$ cat config.mk
export PLATFORM = sky130hd
export DESIGN_NAME = stream_buffer_mux
export DESIGN_NICKNAME = d
export VERILOG_FILES = /design/src/rtl/cnn_pkg.sv /design/src/rtl/chan_mask_next.sv /design/src/rtl/stream_buffer_mux.sv
export SDC_FILE = /design/constraint.sdc
export NUM_CORES = 1
export LEC_CHECK = 0
export ABC_CLOCK_PERIOD_IN_PS = 6600
export BUFFER_PORTS_ARGS = -buffer_cell sky130_fd_sc_hd__buf_4
export CAP_MARGIN = 20
export CORE_AREA = 2 2 353 355
export CTS_BUF_LIST = sky130_fd_sc_hd__clkbuf_8
export DETAILED_ROUTE_END_ITERATION = 10
export DIE_AREA = 0 0 355 357
export GPL_TIMING_DRIVEN = 0
export SLEW_MARGIN = 40
export SYNTH_ARGS = -nofsm -noshare
export SYNTH_HDL_FRONTEND = slang
export SYNTH_SLANG_ARGS = --single-unit
$ cat constraint.sdc
create_clock -name clk -period 6.6 [get_ports clk]
set_input_delay 1.32 -clock clk [delete_from_list [all_inputs] [get_ports clk]]
set_output_delay 1.32 -clock clk [all_outputs]
set_load 0.005 [all_outputs]
$ cat src/rtl/cnn_pkg.sv
// Shared encodings for the row-vector stream buffer mux: operating modes and
// controller state values.
package cnn_pkg;

  localparam logic MODE_STATIC = 1'b0;
  localparam logic MODE_SEQ    = 1'b1;

  localparam logic [1:0] ST_IDLE_ENC   = 2'd0;
  localparam logic [1:0] ST_STATIC_ENC = 2'd1;
  localparam logic [1:0] ST_SEQ_ENC    = 2'd2;
  localparam logic [1:0] ST_DONE_ENC   = 2'd3;

  typedef enum logic [1:0] {
    ST_IDLE   = ST_IDLE_ENC,
    ST_STATIC = ST_STATIC_ENC,
    ST_SEQ    = ST_SEQ_ENC,
    ST_DONE   = ST_DONE_ENC
  } state_t;

endpackage

$ cat src/rtl/chan_mask_next.sv
// Finds the lowest set mask bit strictly above cur. Driving cur with -1
// (all ones, signed) returns the first enabled channel.
module chan_mask_next #(
  parameter int num_inputs = 5,
  parameter int sel_width  = $clog2(num_inputs)
) (
  input  logic [num_inputs-1:0]   mask,
  input  logic signed [sel_width:0] cur,
  output logic [sel_width-1:0]    next_chan,
  output logic                    has_next
);

  // NOTE: every always_comb output gets a default first so no latch is inferred.
  always_comb begin
    next_chan = '0;
    has_next  = 1'b0;
    // Scanning downward lets the lowest qualifying bit win.
    for (int k = num_inputs - 1; k >= 0; k--) begin
      if (mask[k] && (k > int'(cur))) begin
        next_chan = sel_width'(k);
        has_next  = 1'b1;
      end
    end
  end

endmodule

$ cat src/rtl/stream_buffer_mux.sv
// Registered N-way row-vector selector feeding the systolic array row-load
// port; static single-channel forwarding or masked burst sequencing.
module stream_buffer_mux
  import cnn_pkg::*;
#(
  parameter int array_size  = 9,
  parameter int data_size   = 16,
  parameter int num_inputs  = 5,
  parameter int sel_width   = $clog2(num_inputs),
  parameter int burst_width = 8
) (
  input  logic                                   clk,
  input  logic                                   reset_n,
  input  logic [num_inputs*array_size*data_size-1:0] in_data,
  input  logic [num_inputs-1:0]                  in_valid,
  output logic [num_inputs-1:0]                  in_ready,
  input  logic                                   mode,
  input  logic [sel_width-1:0]                   static_sel,
  input  logic [num_inputs-1:0]                  chan_mask,
  input  logic [burst_width-1:0]                 burst_len,
  input  logic                                   start,
  input  logic                                   stop,
  output logic [array_size*data_size-1:0]        out_data,
  output logic [sel_width-1:0]                   out_chan,
  output logic                                   out_valid,
  input  logic                                   out_ready,
  output logic                                   busy,
  output logic                                   done,
  output logic                                   err
);

  localparam int row_w = array_size * data_size;

  state_t                 state_q,     state_d;
  logic [sel_width-1:0]   cur_q,       cur_d;
  logic [burst_width-1:0] beat_q,      beat_d;
  logic [burst_width-1:0] burst_q,     burst_d;
  logic [num_inputs-1:0]  mask_q,      mask_d;
  logic [row_w-1:0]       out_data_q,  out_data_d;
  logic [sel_width-1:0]   out_chan_q,  out_chan_d;
  logic                   out_valid_q, out_valid_d;
  logic                   err_q,       err_d;

  logic                 active, cap, beat_fire, last_beat;
  logic [sel_width-1:0] first_chan, next_chan;
  logic                 first_ok, has_next;

  chan_mask_next #(.num_inputs(num_inputs), .sel_width(sel_width)) u_first (
    .mask      (chan_mask),
    .cur       ({(sel_width + 1){1'b1}}),
    .next_chan (first_chan),
    .has_next  (first_ok)
  );

  chan_mask_next #(.num_inputs(num_inputs), .sel_width(sel_width)) u_next (
    .mask      (mask_q),
    .cur       ({1'b0, cur_q}),
    .next_chan (next_chan),
    .has_next  (has_next)
  );

  // The output slot can take a beat when empty or being drained this cycle.
  always_comb begin
    active    = (state_q == ST_STATIC) || (state_q == ST_SEQ);
    cap       = !out_valid_q || out_ready;
    beat_fire = active && cap && in_valid[cur_q];
    last_beat = (beat_q == burst_q - burst_width'(1));
    in_ready  = '0;
    if (active && cap) in_ready[cur_q] = 1'b1;
  end

  always_comb begin
    state_d     = state_q;
    cur_d       = cur_q;
    beat_d      = beat_q;
    burst_d     = burst_q;
    mask_d      = mask_q;
    err_d       = 1'b0;
    out_data_d  = out_data_q;
    out_chan_d  = out_chan_q;
    out_valid_d = out_valid_q;

    if (beat_fire) begin
      out_data_d  = in_data[int'(cur_q)*row_w +: row_w];
      out_chan_d  = cur_q;
      out_valid_d = 1'b1;
    end else if (out_valid_q && out_ready) begin
      out_valid_d = 1'b0;
    end

    unique case (state_q)
      ST_IDLE: begin
        if (start) begin
          if (mode == MODE_STATIC) begin
            if (int'(static_sel) < num_inputs) begin
              cur_d   = static_sel;
              state_d = ST_STATIC;
            end else begin
              err_d = 1'b1;
            end
          end else if (first_ok && (burst_len != '0)) begin
            cur_d   = first_chan;
            beat_d  = '0;
            mask_d  = chan_mask;
            burst_d = burst_len;
            state_d = ST_SEQ;
          end else begin
            err_d = 1'b1;
          end
        end
      end
      ST_STATIC: begin
        if (stop) state_d = ST_IDLE;
      end
      ST_SEQ: begin
        // Channel hand-off happens on the last beat itself, so no bubble.
        if (beat_fire) begin
          if (last_beat) begin
            beat_d = '0;
            if (has_next) cur_d   = next_chan;
            else          state_d = ST_DONE;
          end else begin
            beat_d = beat_q + burst_width'(1);
          end
        end
        if (stop) state_d = ST_IDLE;
      end
      ST_DONE: state_d = ST_IDLE;
      default: state_d = ST_IDLE;
    endcase
  end

  // NOTE: flops use non-blocking assignments so every register samples pre-edge values.
  always_ff @(posedge clk) begin
    if (!reset_n) begin
      state_q     <= ST_IDLE;
      cur_q       <= '0;
      beat_q      <= '0;
      burst_q     <= '0;
      mask_q      <= '0;
      out_data_q  <= '0;
      out_chan_q  <= '0;
      out_valid_q <= 1'b0;
      err_q       <= 1'b0;
    end else begin
      state_q     <= state_d;
      cur_q       <= cur_d;
      beat_q      <= beat_d;
      burst_q     <= burst_d;
      mask_q      <= mask_d;
      out_data_q  <= out_data_d;
      out_chan_q  <= out_chan_d;
      out_valid_q <= out_valid_d;
      err_q       <= err_d;
    end
  end

  assign out_data  = out_data_q;
  assign out_chan  = out_chan_q;
  assign out_valid = out_valid_q;
  assign err       = err_q;
  assign done      = (state_q == ST_DONE);
  assign busy      = (state_q != ST_IDLE) || out_valid_q;

endmodule

---- Word level (Yosys, flattened, before mapping) ----
Cells that the tools add are included.
storage, ports and cells
  bits in registers ....................... 175
  logic and storage cells ................. 115
  output and inout bits ................... 156
  input bits .............................. 747
cells by class
  shifts and indexed selects .............. 1
  eq/ne operators ......................... 16
  multiplexer cells ....................... 54
  reduce and logical (&&, ||, !) cells .... 24
  add/subtract/negate cells ............... 2
  $lt $le $gt $ge ......................... 8
  multiply operators ...................... 1
operator list
  operator                                                      count
  indexed part select 720 x 12 -> 144 bit                       1
  two-way mux 3 bit                                             17
  two-way mux 8 bit                                             5
  two-way mux 2 bit                                             9
  two-way mux 1 bit                                             17
  one-hot mux 8 bit (2 select lines)                            1
  inequality test 3 bit, second input constant                  5
  inequality test 2 bit, second input constant                  7
  AND reduction 7 bit                                           2
  logical AND 1 bit                                             10
  adder 8 x 1 -> 8 bit, second input constant                   1
  == test 8 bit                                                 1
  one-hot mux 2 bit (4 select lines)                            1
  nonzero test 8 bit                                            1
  subtractor 8 x 1 -> 8 bit, second input constant              1
  multiplier 3 x 4 -> 7 bit, second input constant              1
  greater-than comparator 1 x 3 -> 1 bit, first input constant  2
  greater-than comparator 2 x 3 -> 1 bit, first input constant  2
  one-hot mux 3 bit (2 select lines)                            1
  nonzero test 2 bit                                            3
  two-way mux 5 bit                                             1
  AND reduction 5 bit                                           1
  == test 2 bit, second input constant                          2
  < comparator 3 x 4 -> 1 bit, second input constant            1
  other kinds (11)                                              13

---- Depth between registers and ports, before layout ----
Gate-level depths: netlist (run 1).
  word-level depth ........................ 12
  depth in mapped cells ................... 10
  mapped depth without buffers ............ 9

---- Modules after synthesis ----
A second synthesis (run 1) with hierarchy kept.
unflattened totals
  cells, all modules ...................... 1096
  area, all modules ....................... 11498.5 um^2
by module, submodules not included
  module             instances  cells an instance  area each (um^2)  sequential area each (um^2)
  stream_buffer_mux  1          1058               11235.8           3503.4
  chan_mask_next     2          19                 131.4             0.0

---- Worst setup path after synthesis (run 1) ----
OpenSTA, ideal clock, no wires.
  kind .................................... input to output
  from .................................... in out_ready
  to ...................................... out in_ready[3]
  setup slack ............................. 3.370 ns
  arrival time ............................ 1.910 ns
  stages on the path ...................... 4
  cell sequence ........................... nand2b_1 > nand2_1 > nor2_1 > and3_1
on the way
  longest elaborated chain between the ends .. 3
RTL lines
  element            RTL line                 source
  from (decl)        stream_buffer_mux.sv:26  input logic out_ready,
  logical OR 1 bit   stream_buffer_mux.sv:65  cap = !out_valid_q || out_ready;
  logical AND 1 bit  stream_buffer_mux.sv:69  if (active && cap) in_ready[cur_q] = 1'b1;
  two-way mux 5 bit  stream_buffer_mux.sv:69
  to (decl)          stream_buffer_mux.sv:16  output logic [num_inputs-1:0] in_ready,
No other way between the ends.

---- Worst setup path after layout (run 1) ----
  from .................................... reg cur_q[2]
  to ...................................... out in_ready[4]
on the way
  longest elaborated chain between the ends .. 5
RTL lines
  element                                                                                            RTL line                  source
  from (decl)                                                                                        stream_buffer_mux.sv:35   logic [sel_width-1:0] cur_q, cur_d;
  from (signal assigned)                                                                             stream_buffer_mux.sv:147  cur_q <= cur_d;
  < comparator 3 x 4 -> 1 bit (implied by the code) or >= comparator 3 x 1 -> 1 bit (tied branches)  stream_buffer_mux.sv:69
  logical AND 1 bit (implied by the code)                                                            stream_buffer_mux.sv:69
  two-way mux 1 bit (implied by the code)                                                            stream_buffer_mux.sv:69
  demux 1 bit (select 3 bit) (*)                                                                     stream_buffer_mux.sv:69
  two-way mux 5 bit (*)                                                                              stream_buffer_mux.sv:69
Mark *: on every way between the ends. The rest lies on a longest branch, timed or not.

==> results of run 1 <==
==> state kept, by name, indices dropped and copies added, names as in the netlist <==
register	flops
state_q	2
err	1
out_data	144
mask_q	4
out_valid	1
cur_q	3
beat_q	8
burst_q	8
out_chan	3
==> cells in the mapped netlist, types with 2 or more instances <==
library cell and n:
dfxtp_1 174, nor2_1 167, mux2i_1 163, clkbuf_1 89, a21oi_1 87, o211a_1 75
o221ai_1 75, nor3b_1 70, a221oi_1 69, mux4_2 69, buf_2 38, nand2_1 20
nor2b_1 17, buf_1 13, inv_1 10, xnor2_1 10, nand4_1 7, o21ai_0 7
ha_1 6, nand2b_1 6, nand3_1 5, nor3_1 5, xor2_1 5, a21boi_0 4
o21ai_1 4, and3_1 3, nor4_1 3, or4_1 3, a31oi_1 2, a41o_1 2
and4_1 2, o21a_1 2, o21bai_1 2, o221a_1 2, o22ai_1 2, or3_1 2
==> per-layer routing <==
layer	part of all wire [%]	global-route usage, %
met3	9.3	5.50
met4	2.6	4.83
met5	0.11	0
met1	44	21.5
met2	44	24.4
==> power groups by stage <==
| stage | Sequential (W) | Combinational, W | Clock, W |
|---|---|---|---|
| after floorplan | 0.00161 | 0.00194 | 0 |
| after global placement | 0.00161 | 0.00426 | 0 |
| after detailed placement | 0.00162 | 0.00437 | 0 |
| after CTS | 0.00160 | 0.00438 | 0.000879 |
| after global routing | 0.00164 | 0.00462 | 0.000901 |
| final | 0.00161 | 0.00432 | 0.000831 |
==> cell type report <==
cell class | count | share of cell area, %
clock buffer | 20 | 1.29
inverter | 11 | 0.193
clock inverter | 12 | 0.573
timing repair buffer | 910 | 32.3
multi-input combinational | 919 | 36.9
sequential | 174 | 16.3
tap | 1637 | 9.56
buffer | 141 | 2.86
antenna | 12 | 0.140
==> metrics by stage <==
| step | utilization, % | worst slack, ps |
|---|---|---|
| 4_1_cts | 17.4 | 1590 |
| 3_3_place_gp | 16.9 | 1210 |
| 3_5_place_dp | 17.1 | 2300 |
| 5_1_grt | 17.4 | 1540 |
| 2_1_floorplan | - | 3370 |
| 6_report | 17.4 | 1880 |
==> worst max-delay path by stage <==
stage / slack (ps) / end / cells after the start / start
after global placement: 1210 / out_data[129] / 6 / cur_q[1]
final: 1880 / in_ready[4] / 8 / cur_q[2]
after CTS: 1590 / in_ready[4] / 8 / cur_q[2]
after detailed placement: 2300 / in_ready[4] / 8 / cur_q[2]
after global routing: 1540 / in_ready[4] / 8 / cur_q[2]
after floorplan: 3370 / in_ready[3] / 4 / out_ready
==> worst min-delay path, stage by stage, from the launching register on <==
cell and delay, ps:
dfxtp_1 330, nand2_1 50, a21boi_0 60
==> kinds of logic after synthesis <==
family / after synthesis / synth area share (%)
mux: 233 / 26.8
xor+xnor: 15 / 1.10
buf+inv: 152 / 5.24
simple gates: 317 / 13.7
fa+ha+maj: 6 / 0.629
flops: 174 / 29.2
compound gates: 348 / 23.4
==> reports/metrics.cfg, run 1 <==
[status]
status=completed

[pwr]
p_leak_nw=9.35
vdd_drop_max_mv=0.133
p_switching_w=0.00325
p_int_w=0.00351
swShare_pct=48.1
power_density_nw_per_um2=316
power_frac_clock_pct=12.3
p_total_w=0.00676
comb_power_share_pct=63.9
seqPwrFrac_pct=23.8

[route]
drc=0
drt_iter0_drc=1197
postRouteAntennaNets=0
vias_per_cell=4.00
drt-total-wl_mm=107
wl_per_cell_um=27.9
vias=15300
dr.pass1.iters=6

[sta]
final_max_slew_viol_count=0
tightest_slew_ps=877
rsz0062_at_grt=no
setup_viol=0
hold_viol_final=0
tns_ps=0
skew_ps=20.0
clock.fmax_mhz=212
period_minus_slack_ps=4720
slew_headroom_pct=39.9
hold_slack_ps=480
fin_crit_sh_pct=71.5

[placed_design]
dp_cells=3792
postPlaceCellArea_um2=21000
gp_congestion=0.979
post-dp-hpwl_mm=94.2
port_buffers=900

[yosys]
synth_edf_count=0
synth_cell_types=61
yosysWarnings=0
yosysTopAreaCellShare_pct=29.2
synthesis.area_um2=11900
synth_seq_cells=174
synth_area_leaders=dfxtp_1 29%, mux2i_1 14%, mux4_2 13%
synth_fp_nets=1998
synth_ff_type=dfxtp_1
synth_top_cell_by_area=dfxtp_1
netlist_instances=1245
syn_avg_cell_area_um2=9.59
synth_async_sr_flop_share_pct=0
yosysSeqAreaShare_pct=29.2

[worst_hold_path]
whs_path_depth=2
hp-start=out_chan[0]
holdPathEnd=out_chan[0]
hp-class=reg2reg

[floorplan]
start_util_pct=9.71
die_w_um=355
die_h_um=357
die-area_um2=127000
placementRows=129
ios=903
fp.coreArea_um2=123000

[setup_path]
critical_path_arrival_ps=3400
worstReg2RegStart=cur_q[2]
r2r_cells=9
slowest_delay_ps=500
worstSetupEndpointType=output pin
crit_buf_inv=6
slowest_stage=nor3_2
timing.rr.end=out_data[91]
cp.required_ps=5280
critPathLaunchType=register
cp_max_fo=10
r2r_setup_slack_ps=2890
crit_type=reg2out
crit_family=buffers and inverters
crit_chain=buf_2 > inv_2 > clkbuf_2 > nor3_2 > buf_4 > buf_2 > nor2b_1 > buf_4

[cells_and_area]
multi_input_area_um2=7900
area_delta_synth_final_pct=79.3
design_area_um2=21400
n_fill_cell=14000
fin_nets=2927
final_common_cell=buf_4
layout.cells.non_filler=3836
final_cell_mix=905 x buf_4, 174 x dfxtp_1, 167 x nor2_1
drive_above_1_share_pct=50.0
regArea_um2=3480

[clock_network]
postCtsSetupBuffers=0
clock-root-buffer=clkbuf_8
hold_buffers=0
clock_latency_ps=590
numCtsBuffers=17
cts_resized=0
numClockSinks=174
clkTransAtPathRegs_ps=110
cts_tree=done
htreeDepth=4
clk_path_buf_depth=2

[global_route]
grt_pass1_vias=15100
grt.overflow.total=0
grt_pass1_wl_mm=136
grt_max_degree=17
antenna_found_initial=30
grt_usage_pct=16.1

[run]
maxCapViolCount=0

No activity file was read; power rests on OpenSTA's default activity.
==> run 2, diff against run 1 <==
- ABC_CLOCK_PERIOD_IN_PS: 6600 -> 4500
- clock period: 6.6 -> 4.5 ns (I/O delays scaled with it)
==> run 2 against run 1 <==
Sequential power up 47%. Cell count unchanged. Critical path depth down 2. First-iteration DRC count about the same. Critical path type unchanged. Highest routed layer unchanged. Final area about the same.
==> reports/metrics.cfg, run 2 (synthesis results as in run 1) <==
[status]
status=completed

[setup_path]
timing.rr.end=out_data[91]
cp.required_ps=3600  ; -1680 ps
slowest_stage=buf_1
cp_max_fo=11  ; +1
critPathLaunchType=register
crit_top_cell=buf_2
r2r_setup_slack_ps=770  ; -2120 ps
r2r_cells=9  ; unchanged
worstSetupEndpointType=output pin
crit_type=reg2out
crit_chain=buf_6 > buf_2 > buf_2 > buf_1 > nor3b_1 > buf_4
worstReg2RegStart=cur_q[2]
slowest_delay_ps=710  ; +210 ps
critical_path_arrival_ps=3340  ; -60 ps

[clock_network]
htreeDepth=4  ; unchanged
numClockSinks=174  ; unchanged
hold_buffers=0  ; unchanged
numCtsBuffers=17  ; unchanged
clock_latency_ps=590  ; about the same
cts_tree=done
clkTransAtPathRegs_ps=110  ; about the same
clk_path_buf_depth=2  ; unchanged
clock-root-buffer=clkbuf_8

[floorplan]
die_w_um=355  ; unchanged
fp.coreArea_um2=123000  ; unchanged
ios=903  ; unchanged
die-area_um2=127000  ; unchanged
placementRows=129  ; unchanged
die_h_um=357  ; unchanged
start_util_pct=9.71  ; unchanged

[sta]
period_minus_slack_ps=4240
setup_viol=0  ; unchanged
final_max_slew_viol_count=0  ; unchanged
slew_headroom_pct=40.0  ; +0.089 points
hold_slack_ps=480  ; +0.145 ps
tightest_slew_ps=875  ; -1.29 ps
hold_viol_final=0  ; unchanged
fin_crit_sh_pct=94.3
clock.fmax_mhz=236
tns_ps=0  ; unchanged
rsz0062_at_grt=no
skew_ps=19.5  ; -0.514 ps

[route]
wl_per_cell_um=27.9  ; about the same
drc=0  ; unchanged
drt_iter0_drc=1196  ; -0.084%
vias_per_cell=4.00  ; about the same
drt-total-wl_mm=107  ; about the same
postRouteAntennaNets=0  ; unchanged
dr.pass1.iters=6  ; unchanged
vias=15300  ; +0.033%

[pwr]
p_total_w=0.00992  ; +47%
vdd_drop_max_mv=0.194  ; +46%
power_density_nw_per_um2=463  ; +47%
p_leak_nw=9.36  ; about the same

[cells_and_area]
final_cell_mix=905 x buf_4, 174 x dfxtp_1, 167 x nor2_1
area_delta_synth_final_pct=79.4  ; about the same
largest_register_ffs=144  ; unchanged
final_core_util_pct=17.4  ; about the same
fin_nets=2927  ; unchanged
final_common_cell=buf_4
drive_above_1_share_pct=50.0  ; unchanged

[worst_hold_path]
whs_path_depth=2  ; unchanged
holdPathEnd=out_chan[0]
hp-class=reg2reg
hp-start=out_chan[0]

[placed_design]
gp_congestion=0.979  ; unchanged
post-dp-hpwl_mm=94.2  ; unchanged
port_buffers=900  ; unchanged

[global_route]
antenna_found_initial=30  ; unchanged
grt_max_degree=17  ; unchanged
grt_pass1_vias=15100  ; unchanged
grt_pass1_wl_mm=136  ; unchanged
grt_usage_pct=16.1  ; unchanged
grt.overflow.total=0  ; unchanged

[run]
maxCapViolCount=0  ; unchanged

==> run 2: cell counts in the layout (fill, tap and decap cells not counted) <==
Identical to the previous run, type by type.
==> run 2: worst max path at each step <==
stage | from | end | slack, ps | cells past startpoint
6_report | cur_q[0] | in_ready[1] | 260 | 6
3_5_place_dp | cur_q[2] | in_ready[4] | 620 | 8
4_1_cts | cur_q[2] | in_ready[4] | 30 | 8
3_3_place_gp | cur_q[1] | out_data[129] | -890 | 6
2_1_floorplan | burst_len[3] | beat_q[3] | 1840 | 8
5_1_grt | cur_q[2] | in_ready[4] | 5 | 8
==> run 2: area by class of cell <==
class	count	area [µm²]
buffer	141	612
timing repair buffer	910	6910
inverter	11	41.3
tap	1637	2050
fill	14000	102000
antenna	12	30.0
clock buffer	20	275
multi-input combinational	919	7900
clock inverter	12	123
sequential	174	3480
==> run 2: power by group <==
part           switching [W]  internal (W)
clock               0.000728      0.000493
combinational        0.00373       0.00261
sequential          0.000316       0.00204
==> run 2: repair_timing <==
item / CTS / global route
resized for setup: 1 / 0
buffers inserted: 0 / 0
endpoints found under the setup margin: 1 / 0
==> run 2: stage by stage <==
step,cells,worst slack (ps),area (µm²)
global placement,3782,-893,20700
CTS,3824,25.7,21400
detailed placement,3792,620,21000
global route,3828,4.98,21400
finish,3836,257,21400
floorplan,1245,1840,11900
==> run 2: per-layer routing <==
| metal | up-vias | global-route usage (%) | routed length (µm) |
|---|---|---|---|
| li1 | 6755 | - | - |
| met1 | 7591 | 21.5 | 47200 |
| met2 | 872 | 24.4 | 47100 |
| met3 | 104 | 5.50 | 10000 |
| met4 | 20 | 4.83 | 2760 |
| met5 | - | 0 | 114 |
==> run 2: critical path: cells and delay by family, from the launching register on <==
kind,cells,cell delay (ps)
and+or+nand+nor,1,310
DFF,1,340
buffers and inverters,5,2030
==> run 3, diff against run 2 <==
--- a/config.mk
+++ b/config.mk
@@ -19 +19,2 @@
 export SYNTH_SLANG_ARGS = --single-unit
+export TNS_END_PERCENT = 50
==> constraint.sdc (replaced) <==
create_clock -name clk -period 4.5 [get_ports clk]
set_input_delay 0.225 -clock clk [delete_from_list [all_inputs] [get_ports clk]]
set_output_delay 0.225 -clock clk [all_outputs]
set_load 0.005 [all_outputs]
==> run 3 against run 2 <==
Register-to-register slack about the same. Global-route usage increased by 0.12 points. Clock power hardly changed. Sequential cell count stayed put. Core utilization increased by 0.70 points. Total power grew 0.78%. Maximum frequency is 14% higher.
==> reports/metrics.cfg, run 3 (synthesis results as in run 1) <==
[worst_hold_path]
hp-class=in2reg
whs_path_depth=4  ; +2

[route]
postRouteAntennaNets=0  ; unchanged
drt-total-wl_mm=108  ; +0.73%
drc=0  ; unchanged
vias_per_cell=4.01  ; +0.31%
wl_per_cell_um=27.5  ; -1.5%
drt_iter0_drc=1131  ; -5.4%
dr.pass1.iters=8  ; +2
vias=15700  ; +2.6%

[placed_design]
dp_worst_setup_slack_ps=713  ; +93.5 ps
gp_congestion=0.979  ; unchanged
post-dp-hpwl_mm=94.2  ; unchanged
port_buffers=900  ; unchanged

[floorplan]
die-area_um2=127000  ; unchanged
die_w_um=355  ; unchanged
ios=903  ; unchanged
fp.coreArea_um2=123000  ; unchanged
placementRows=129  ; unchanged
die_h_um=357  ; unchanged
start_util_pct=9.71  ; unchanged

[clock_network]
clock-root-buffer=clkbuf_8
clock_latency_ps=600  ; about the same
clk_path_buf_depth=2  ; unchanged
cts_tree=done
htreeDepth=4  ; unchanged
numCtsBuffers=17  ; unchanged
cts_resized=0  ; -1
numClockSinks=174  ; unchanged
clkTransAtPathRegs_ps=110  ; about the same

[sta]
hold_viol_final=0  ; unchanged
setup_slack_ps=777  ; +520 ps
period_minus_slack_ps=3720  ; -520 ps
setup_viol=0  ; unchanged
final_max_slew_viol_count=0  ; unchanged
tns_ps=0  ; unchanged
slew_headroom_pct=39.5  ; -0.52 points
skew_ps=19.6  ; +0.0976 ps
clock.fmax_mhz=269  ; +14%
fin_crit_sh_pct=82.7  ; -12 points
hold_slack_ps=90.1  ; -390 ps
rsz0062_at_grt=no
tightest_slew_ps=883  ; +7.56 ps

[pwr]
p_leak_nw=9.72  ; +3.9%
swShare_pct=48.0  ; -0.099 points
p_total_w=0.00999  ; +0.78%
comb_power_share_pct=64.2  ; +0.3 points
vdd_drop_max_mv=0.180  ; -7.4%
p_int_w=0.00519  ; +0.98%
p_switching_w=0.00480  ; +0.58%
seqPwrFrac_pct=23.6  ; -0.2 points
power_density_nw_per_um2=448  ; -3.1%
power_frac_clock_pct=12.2  ; about the same

[setup_path]
cp_max_fo=10  ; -1
critical_path_arrival_ps=4200  ; +860 ps
crit_type=reg2reg
r2r_cells=8  ; -1
worstSetupEndpointType=register
critPathLaunchType=register
cp.required_ps=4970  ; +1370 ps

[global_route]
grt_pass1_vias=15700  ; +3.5%
antenna_found_initial=32  ; +6.7%
grt_max_degree=17  ; unchanged
grt_pass1_wl_mm=138  ; +1.3%
grt.overflow.total=0  ; unchanged
grt_usage_pct=16.2  ; +0.12 points

[cells_and_area]
n_fill_cell=13900  ; -0.39%
final_cell_mix=905 x buf_4, 174 x dfxtp_1, 167 x nor2_1
multi_input_area_um2=7900  ; about the same
final_common_cell=buf_4
drive_above_1_share_pct=48.1  ; -1.9 points
fin_nets=3014  ; +3.0%
largest_register_ffs=144  ; unchanged
area_delta_synth_final_pct=86.6
regArea_um2=3480  ; unchanged

[run]
maxCapViolCount=0  ; unchanged

[status]
status=completed

-- run 3: stage by stage --
stage,instance area [µm²],utilization [%],cells
6_report,22300,18.1,3922
5_1_grt,22300,18.1,3914
4_1_cts,22300,18.1,3911
3_5_place_dp,21000,17.1,3792
3_3_place_gp,20700,16.9,3782
2_1_floorplan,11900,-,1245
-- run 3: worst max-delay path, stage by stage (launching register included) --
cell and delay, ps:
dfxtp_1 340, buf_6 210, buf_2 670, buf_2 610, mux2i_1 810, nor2_1 170
a21oi_1 170, o221ai_1 320, o211a_1 240
-- run 3: final timing paths --
path | end | start | slack, ps
worst max-delay path | out_data[4] | cur_q[0] | 780
worst min-delay path | out_data[75] | in_data[651] | 90
worst min register to register | out_chan[0] | out_chan[0] | 480
worst max register to register | out_data[4] | cur_q[0] | 780
-- run 3: power groups by stage --
stage	Clock, W	Combinational (W)	Sequential [W]
after floorplan	0	0.00284	0.00236
after global placement	0	0.00625	0.00236
after detailed placement	0	0.00641	0.00238
after CTS	0.00129	0.00650	0.00235
after global routing	0.00132	0.00687	0.00240
final	0.00122	0.00642	0.00236
-- run 3: layer usage --
| layer | GRT usage [%] | vias up | share of wire (%) |
|---|---|---|---|
| li1 | - | 6930 | - |
| met3 | 5.76 | 130 | 9.8 |
| met1 | 21.4 | 7762 | 43 |
| met5 | 0 | - | 0.14 |
| met2 | 24.4 | 888 | 43 |
| met4 | 5.35 | 24 | 3.2 |
-- run 3: timing repair --
action,4_1_cts,5_1_grt
buffers inserted,0,0
hold endpoints to repair,86,0
hold buffers,87,0
-- run 3: final cells by class --
type                    instances  area share (%)
diodes                         11           0.124
inverters                      11           0.185
plain buffers                 141            2.75
flip-flops and latches        174            15.6
clock inverters                12           0.550
multi-input cells             919            35.4
well taps                    1637            9.19
clock buffers                  20            1.24
repair buffers                997            34.9
